==> src/rtl/fpu_link_pkg.sv <==
// Shared types and word packing for the host side of the calculator pin protocol.
// Every frame word on inp is {tag[1:0], payload[9:0]}.
package fpu_link_pkg;

    localparam int DATA_W = 10;
    localparam int OP_W   = 4;
    localparam int BUS_W  = 12;

    typedef enum logic [1:0] {
        TAG_IDLE = 2'b00,
        TAG_A    = 2'b01,
        TAG_B    = 2'b10,
        TAG_OP   = 2'b11
    } tag_t;

    typedef enum logic [2:0] {
        ST_IDLE,
        ST_SEND_A,
        ST_GAP_AB,
        ST_SEND_B,
        ST_GAP_BO,
        ST_SEND_OP,
        ST_WAIT,
        ST_RESP
    } state_t;

    function automatic logic [BUS_W-1:0] pack_word(input tag_t tag, input logic [DATA_W-1:0] payload);
        return {tag, payload};
    endfunction

endpackage

==> src/rtl/link_timer.sv <==
// Loadable saturating down-counter; expired is high whenever the count sits at zero.
// One instance times both the inter-beat gaps and the result timeout.
module link_timer #(
    parameter int W = 7
) (
    input  logic         clock,
    input  logic         reset,
    input  logic         load,
    input  logic [W-1:0] load_val,
    input  logic         en,
    output logic         expired
);

    logic [W-1:0] cnt_q, cnt_d;

    // NOTE: cnt_d gets a default before any branch so no latch is inferred.
    always_comb begin
        cnt_d = cnt_q;
        if (load) begin
            cnt_d = load_val;
        end else if (en && (cnt_q != '0)) begin
            cnt_d = cnt_q - W'(1);
        end
    end

    // NOTE: state registers use non-blocking assignment so all flops update together.
    always_ff @(posedge clock or negedge reset) begin
        if (!reset) begin
            cnt_q <= '0;
        end else begin
            cnt_q <= cnt_d;
        end
    end

    assign expired = (cnt_q == '0);

endmodule

==> src/rtl/fpu_host_link.sv <==
// Host-side driver for the calculator: serialises {a, b, op} onto inp as tagged words,
// then waits for done (or a timeout) and returns the result on a valid/ready port.
module fpu_host_link
    import fpu_link_pkg::*;
#(
    parameter int TIMEOUT_CYCLES = 64,
    parameter int GAP_CYCLES     = 0
) (
    input  logic              clock,
    input  logic              reset,
    input  logic              req_valid,
    output logic              req_ready,
    input  logic [DATA_W-1:0] req_a,
    input  logic [DATA_W-1:0] req_b,
    input  logic [OP_W-1:0]   req_op,
    output logic [BUS_W-1:0]  inp,
    input  logic [DATA_W-1:0] out,
    input  logic              done,
    output logic              rsp_valid,
    input  logic              rsp_ready,
    output logic [DATA_W-1:0] rsp_result,
    output logic              rsp_timeout,
    output logic              busy
);

    // The counter also has to hold the gap length, which may exceed the timeout.
    localparam int CNT_MAX = (TIMEOUT_CYCLES > GAP_CYCLES) ? TIMEOUT_CYCLES : GAP_CYCLES;
    localparam int CNT_W   = $clog2(CNT_MAX + 1);
    localparam logic [CNT_W-1:0] WAIT_LOAD = CNT_W'(TIMEOUT_CYCLES - 1);
    localparam logic [CNT_W-1:0] GAP_LOAD  = CNT_W'((GAP_CYCLES > 0) ? GAP_CYCLES - 1 : 0);

    state_t              state_q, state_d;
    logic [DATA_W-1:0]   a_q, a_d;
    logic [DATA_W-1:0]   b_q, b_d;
    logic [OP_W-1:0]     op_q, op_d;
    logic [BUS_W-1:0]    inp_q, inp_d;
    logic                rsp_valid_q, rsp_valid_d;
    logic [DATA_W-1:0]   rsp_result_q, rsp_result_d;
    logic                rsp_timeout_q, rsp_timeout_d;

    logic                timer_load;
    logic [CNT_W-1:0]    timer_load_val;
    logic                timer_en;
    logic                timer_expired;

    link_timer #(
        .W (CNT_W)
    ) u_timer (
        .clock    (clock),
        .reset    (reset),
        .load     (timer_load),
        .load_val (timer_load_val),
        .en       (timer_en),
        .expired  (timer_expired)
    );

    always_comb begin
        state_d        = state_q;
        a_d            = a_q;
        b_d            = b_q;
        op_d           = op_q;
        rsp_valid_d    = rsp_valid_q;
        rsp_result_d   = rsp_result_q;
        rsp_timeout_d  = rsp_timeout_q;
        timer_load     = 1'b0;
        timer_load_val = '0;
        timer_en       = 1'b0;

        unique case (state_q)
            ST_IDLE: begin
                if (req_valid) begin
                    state_d = ST_SEND_A;
                    a_d     = req_a;
                    b_d     = req_b;
                    op_d    = req_op;
                end
            end
            ST_SEND_A: begin
                if (GAP_CYCLES == 0) begin
                    state_d = ST_SEND_B;
                end else begin
                    state_d        = ST_GAP_AB;
                    timer_load     = 1'b1;
                    timer_load_val = GAP_LOAD;
                end
            end
            ST_GAP_AB: begin
                timer_en = 1'b1;
                if (timer_expired) state_d = ST_SEND_B;
            end
            ST_SEND_B: begin
                if (GAP_CYCLES == 0) begin
                    state_d = ST_SEND_OP;
                end else begin
                    state_d        = ST_GAP_BO;
                    timer_load     = 1'b1;
                    timer_load_val = GAP_LOAD;
                end
            end
            ST_GAP_BO: begin
                timer_en = 1'b1;
                if (timer_expired) state_d = ST_SEND_OP;
            end
            ST_SEND_OP: begin
                state_d        = ST_WAIT;
                timer_load     = 1'b1;
                timer_load_val = WAIT_LOAD;
            end
            ST_WAIT: begin
                timer_en = 1'b1;
                // A done in the final timeout cycle still delivers the real result.
                if (done) begin
                    state_d       = ST_RESP;
                    rsp_valid_d   = 1'b1;
                    rsp_result_d  = out;
                    rsp_timeout_d = 1'b0;
                end else if (timer_expired) begin
                    state_d       = ST_RESP;
                    rsp_valid_d   = 1'b1;
                    rsp_result_d  = '0;
                    rsp_timeout_d = 1'b1;
                end
            end
            ST_RESP: begin
                if (rsp_ready) begin
                    state_d     = ST_IDLE;
                    rsp_valid_d = 1'b0;
                end
            end
            default: state_d = ST_IDLE;
        endcase

        // inp is registered from the next state so each beat appears the cycle its state is entered.
        unique case (state_d)
            ST_SEND_A:  inp_d = pack_word(TAG_A, a_d);
            ST_SEND_B:  inp_d = pack_word(TAG_B, b_d);
            ST_SEND_OP: inp_d = pack_word(TAG_OP, {{(DATA_W-OP_W){1'b0}}, op_d});
            default:    inp_d = pack_word(TAG_IDLE, '0);
        endcase
    end

    always_ff @(posedge clock or negedge reset) begin
        if (!reset) begin
            state_q       <= ST_IDLE;
            a_q           <= '0;
            b_q           <= '0;
            op_q          <= '0;
            inp_q         <= '0;
            rsp_valid_q   <= 1'b0;
            rsp_result_q  <= '0;
            rsp_timeout_q <= 1'b0;
        end else begin
            state_q       <= state_d;
            a_q           <= a_d;
            b_q           <= b_d;
            op_q          <= op_d;
            inp_q         <= inp_d;
            rsp_valid_q   <= rsp_valid_d;
            rsp_result_q  <= rsp_result_d;
            rsp_timeout_q <= rsp_timeout_d;
        end
    end

    assign inp         = inp_q;
    assign rsp_valid   = rsp_valid_q;
    assign rsp_result  = rsp_result_q;
    assign rsp_timeout = rsp_timeout_q;
    assign req_ready   = (state_q == ST_IDLE);
    assign busy        = (state_q != ST_IDLE);

endmodule
==> config.mk <==
export PLATFORM = sky130hd
export DESIGN_NAME = fpu_host_link
export DESIGN_NICKNAME = d
export VERILOG_FILES = /design/src/rtl/fpu_link_pkg.sv /design/src/rtl/link_timer.sv /design/src/rtl/fpu_host_link.sv
export SDC_FILE = /design/constraint.sdc
export NUM_CORES = 1
export LEC_CHECK = 0
export BUFFER_PORTS_ARGS = -buffer_cell sky130_fd_sc_hd__buf_2
export CAP_MARGIN = 20
export CELL_PAD_IN_SITES_DETAIL_PLACEMENT = 1
export CELL_PAD_IN_SITES_GLOBAL_PLACEMENT = 2
export CORE_MARGIN = 2
export CORE_UTILIZATION = 33
export DETAILED_ROUTE_END_ITERATION = 10
export GPL_ROUTABILITY_DRIVEN = 1
export GPL_TIMING_DRIVEN = 0
export PLACE_DENSITY = 0.94
export SLEW_MARGIN = 20
export SYNTH_ARGS = -nofsm -noshare
export SYNTH_HDL_FRONTEND = slang
export SYNTH_SLANG_ARGS = --single-unit
==> constraint.sdc <==
create_clock -name clock -period 6.11 [get_ports clock]
set_input_delay 0.9165 -clock clock [delete_from_list [all_inputs] [get_ports clock]]
set_output_delay 0.9165 -clock clock [all_outputs]
set_load 0.02 [all_outputs]
==> results.cfg <==
[clock_tree]
holdBufCountCts = 0
post_cts_buffers = 0
worstSkewPairLatency_ns = 0.30
cts_tree = done
cts.repair.resized = 0
clk_pin_slew_ns = 0.09
cts_root_buffer = clkbuf_8
cts_buffers = 5
htreeDepth = 2
clockBufferDepth = 2
clock-sinks = 48

[setup_path]
critPathMaxFanout = 10
cp-startpoint = state_q[0]
r2r_cells = 6
start_kind = flop
r2r_slack_ns = 3.71
regToRegStartpoint = u_timer.cnt_q[2]
max_stage_delay_ns = 0.44
cpMostUsedCell = clkbuf_1
worstSetupPathType = reg2out
worst_setup_path_end_kind = output pin
required_ns = 5.19
slowest_stage = clkbuf_1
r2r_end = inp[2]
cp.buffers_inverters = 4
cp_top_family = buffers and inverters
critPathArrivalTime_ns = 1.82
worstPathCellList = clkbuf_1 -> clkbuf_1 -> or3_1 -> inv_1 -> buf_2

[place]
dpl_cell_area_um2 = 2514
io_buffers = 64
hpwl_um = 3523
globalplace.congestion = 0.7478

[synthesis]
syn_nets = 233
ys_async_sr_fraction_pct = 100.0
yosysSeqAreaShare_pct = 57.28
syn_area_um2 = 2097
synth-seq-cells = 48
synth_warnings = 0
synth.area.top_cells = dfrtp_1 (57%), mux2i_1 (6.7%), a22o_1 (4.2%)
netlist.area_leader.share_pct = 57.28
ys.flop_type = dfrtp_1
synth_edf_count = 0
avgSynthCellArea_um2 = 10.92
synth_cell_types = 37
yosysTopAreaCell = dfrtp_1
synth_cells = 192

[sta]
maxSlewHeadroom_pct = 41.99
fin_crit_ns = 2.739
finalSetupViolations = 0
maxSlewViolCount = 0
post-route-period-util_pct = 44.83
hold_slack_ns = 0.4876
worst_slew_pin_slew_ns = 0.8679
setup_tns_ns = 0
rsz0062_at_grt = false
hold_viol_final = 0
timing.fmax_mhz = 365.1
finClkSkew_ns = 0.005136

[floorplanning]
die_area_um2 = 7008
coreArea_um2 = 6241
die_y_um = 83.72
die_w_um = 83.72
io_pins = 65
num_rows = 29
start_util_pct = 33.60

[final_layout]
post-route-cell-area_um2 = 2613
final_cell_mix = buf_2 (66), dfrtp_1 (48), inv_1 (19), nand2_1 (16), mux2i_1 (14)
fin_nets = 304
mostFrequentLayoutCell = buf_2
drive_above_1_share_pct = 30.68
fillers = 746
multi_input_area_um2 = 774.5
ff_latch_area_um2 = 1201
num_antenna_cells = 0
synthToLayoutAreaGrowth_pct = 24.58

[global_route]
gr-total-overflow = 0
grt.busiest_layer = met2
grtUsageMet3_pct = 6.627
antenna_found_initial = 0
grt_pass1_vias = 1771
grtUsageMet2_pct = 22.47
track_usage_pct = 14.53
grt_start_max_net_pins = 49
grt_pass1_wl_um = 8266
use_met1_pct = 18.32

[detailed_routing]
drt-total-wl_um = 4798
viasPerCell = 4.886
num_vias = 1666
wl_per_cell_um = 14.07
first_pass_iters = 4
ant_nets = 0
drc_errors = 0
drt_iter0_drc = 86

[power_and_ir_drop]
p_per_area_nw_per_um2 = 437.7
p_leak_nw = 1.306
vdd_drop_max_uv = 149.9
power_mw = 1.143

[hold_path]
min_path_cells = 2
min_to = b_q[4]
hold_start = b_q[4]
hold_class = reg2reg

[run]
drv_cap = 0

[outcome]
status = finished clean
## synth_stat cells (2+ instances only)
| cell type | number |
|---|---|
| a211oi_1 | 2 |
| a21oi_1 | 5 |
| a22o_1 | 10 |
| a22oi_1 | 2 |
| a31oi_1 | 2 |
| and2_1 | 2 |
| buf_2 | 3 |
| clkbuf_1 | 8 |
| dfrtp_1 | 48 |
| ha_1 | 2 |
| inv_1 | 19 |
| mux2i_1 | 14 |
| nand2_1 | 16 |
| nand2b_1 | 3 |
| nor2_1 | 12 |
| nor2b_1 | 2 |
| nor3_1 | 5 |
| o21a_1 | 2 |
| o21ai_0 | 8 |
| o221ai_1 | 5 |
| o22a_1 | 4 |
| or2_2 | 2 |
| or3_1 | 2 |
## per-stage QoR
| stage | instances | worst slack [ns] | util (%) |
|---|---|---|---|
| 2_1_floorplan | 192 | 3.798 | - |
| 3_3_place_gp | 333 | 3.391 | 40.28 |
| 3_5_place_dp | 333 | 3.321 | 40.28 |
| 4_1_cts | 341 | 3.372 | 41.82 |
| 5_1_grt | 341 | 3.149 | 41.86 |
| 6_report | 341 | 3.371 | 41.86 |
## registers in the layout, indices dropped and copies added (netlist names)
register       flops
rsp_valid          1
inp               12
b_q               10
op_q               4
state_q            3
u_timer.cnt_q      7
rsp_result        10
rsp_timeout        1
## logic make-up after synthesis
logic type      Yosys count  share of synthesized area [%]
mux                      15                          7.219
buf+inv                  31                          5.787
fa+ha+maj                 2                          1.193
simple gates             50                          12.11
flops                    48                          57.28
compound gates           46                          16.41
## per-layer routing
metal / share of wire [%] / vias up / wire (um)
li1: - / 808 / -
met1: 44 / 808 / 2117
met5: 0 / - / 0
met3: 9.0 / 5 / 430
met4: 1.3 / 0 / 63
met2: 46 / 45 / 2186
## report_power, final
group	switching [mW]	internal (mW)	leakage [nW]
registers	0.0537	0.433	0.596
logic	0.281	0.177	0.659
clock network	0.106	0.0926	0.0516
total	0.441	0.703	1.31
## layout make-up
class,instances,share of cell area (%)
flip-flops and latches,48,45.98
multi-input cells,113,29.65
repair buffers,64,12.36
well taps,77,3.688
clock buffers,6,3.161
inverters,19,2.730
plain buffers,12,1.916
clock inverters,2,0.5268
## worst max path at each step
stage                           end  slack [ns]  cells past startpoint
after CTS                 req_ready        3.37                      5
final                     req_ready        3.37                      5
after global placement       inp[0]        3.39                      5
after global routing      req_ready        3.15                      5
after detailed placement     inp[7]        3.32                      6
after floorplan              inp[0]        3.80                      4
## worst min-delay path: stages (launching register included)
cell,delay (ns)
dfrtp_1,0.33
mux2i_1,0.07
inv_1,0.05
No activity file was read; power rests on OpenSTA's default activity.
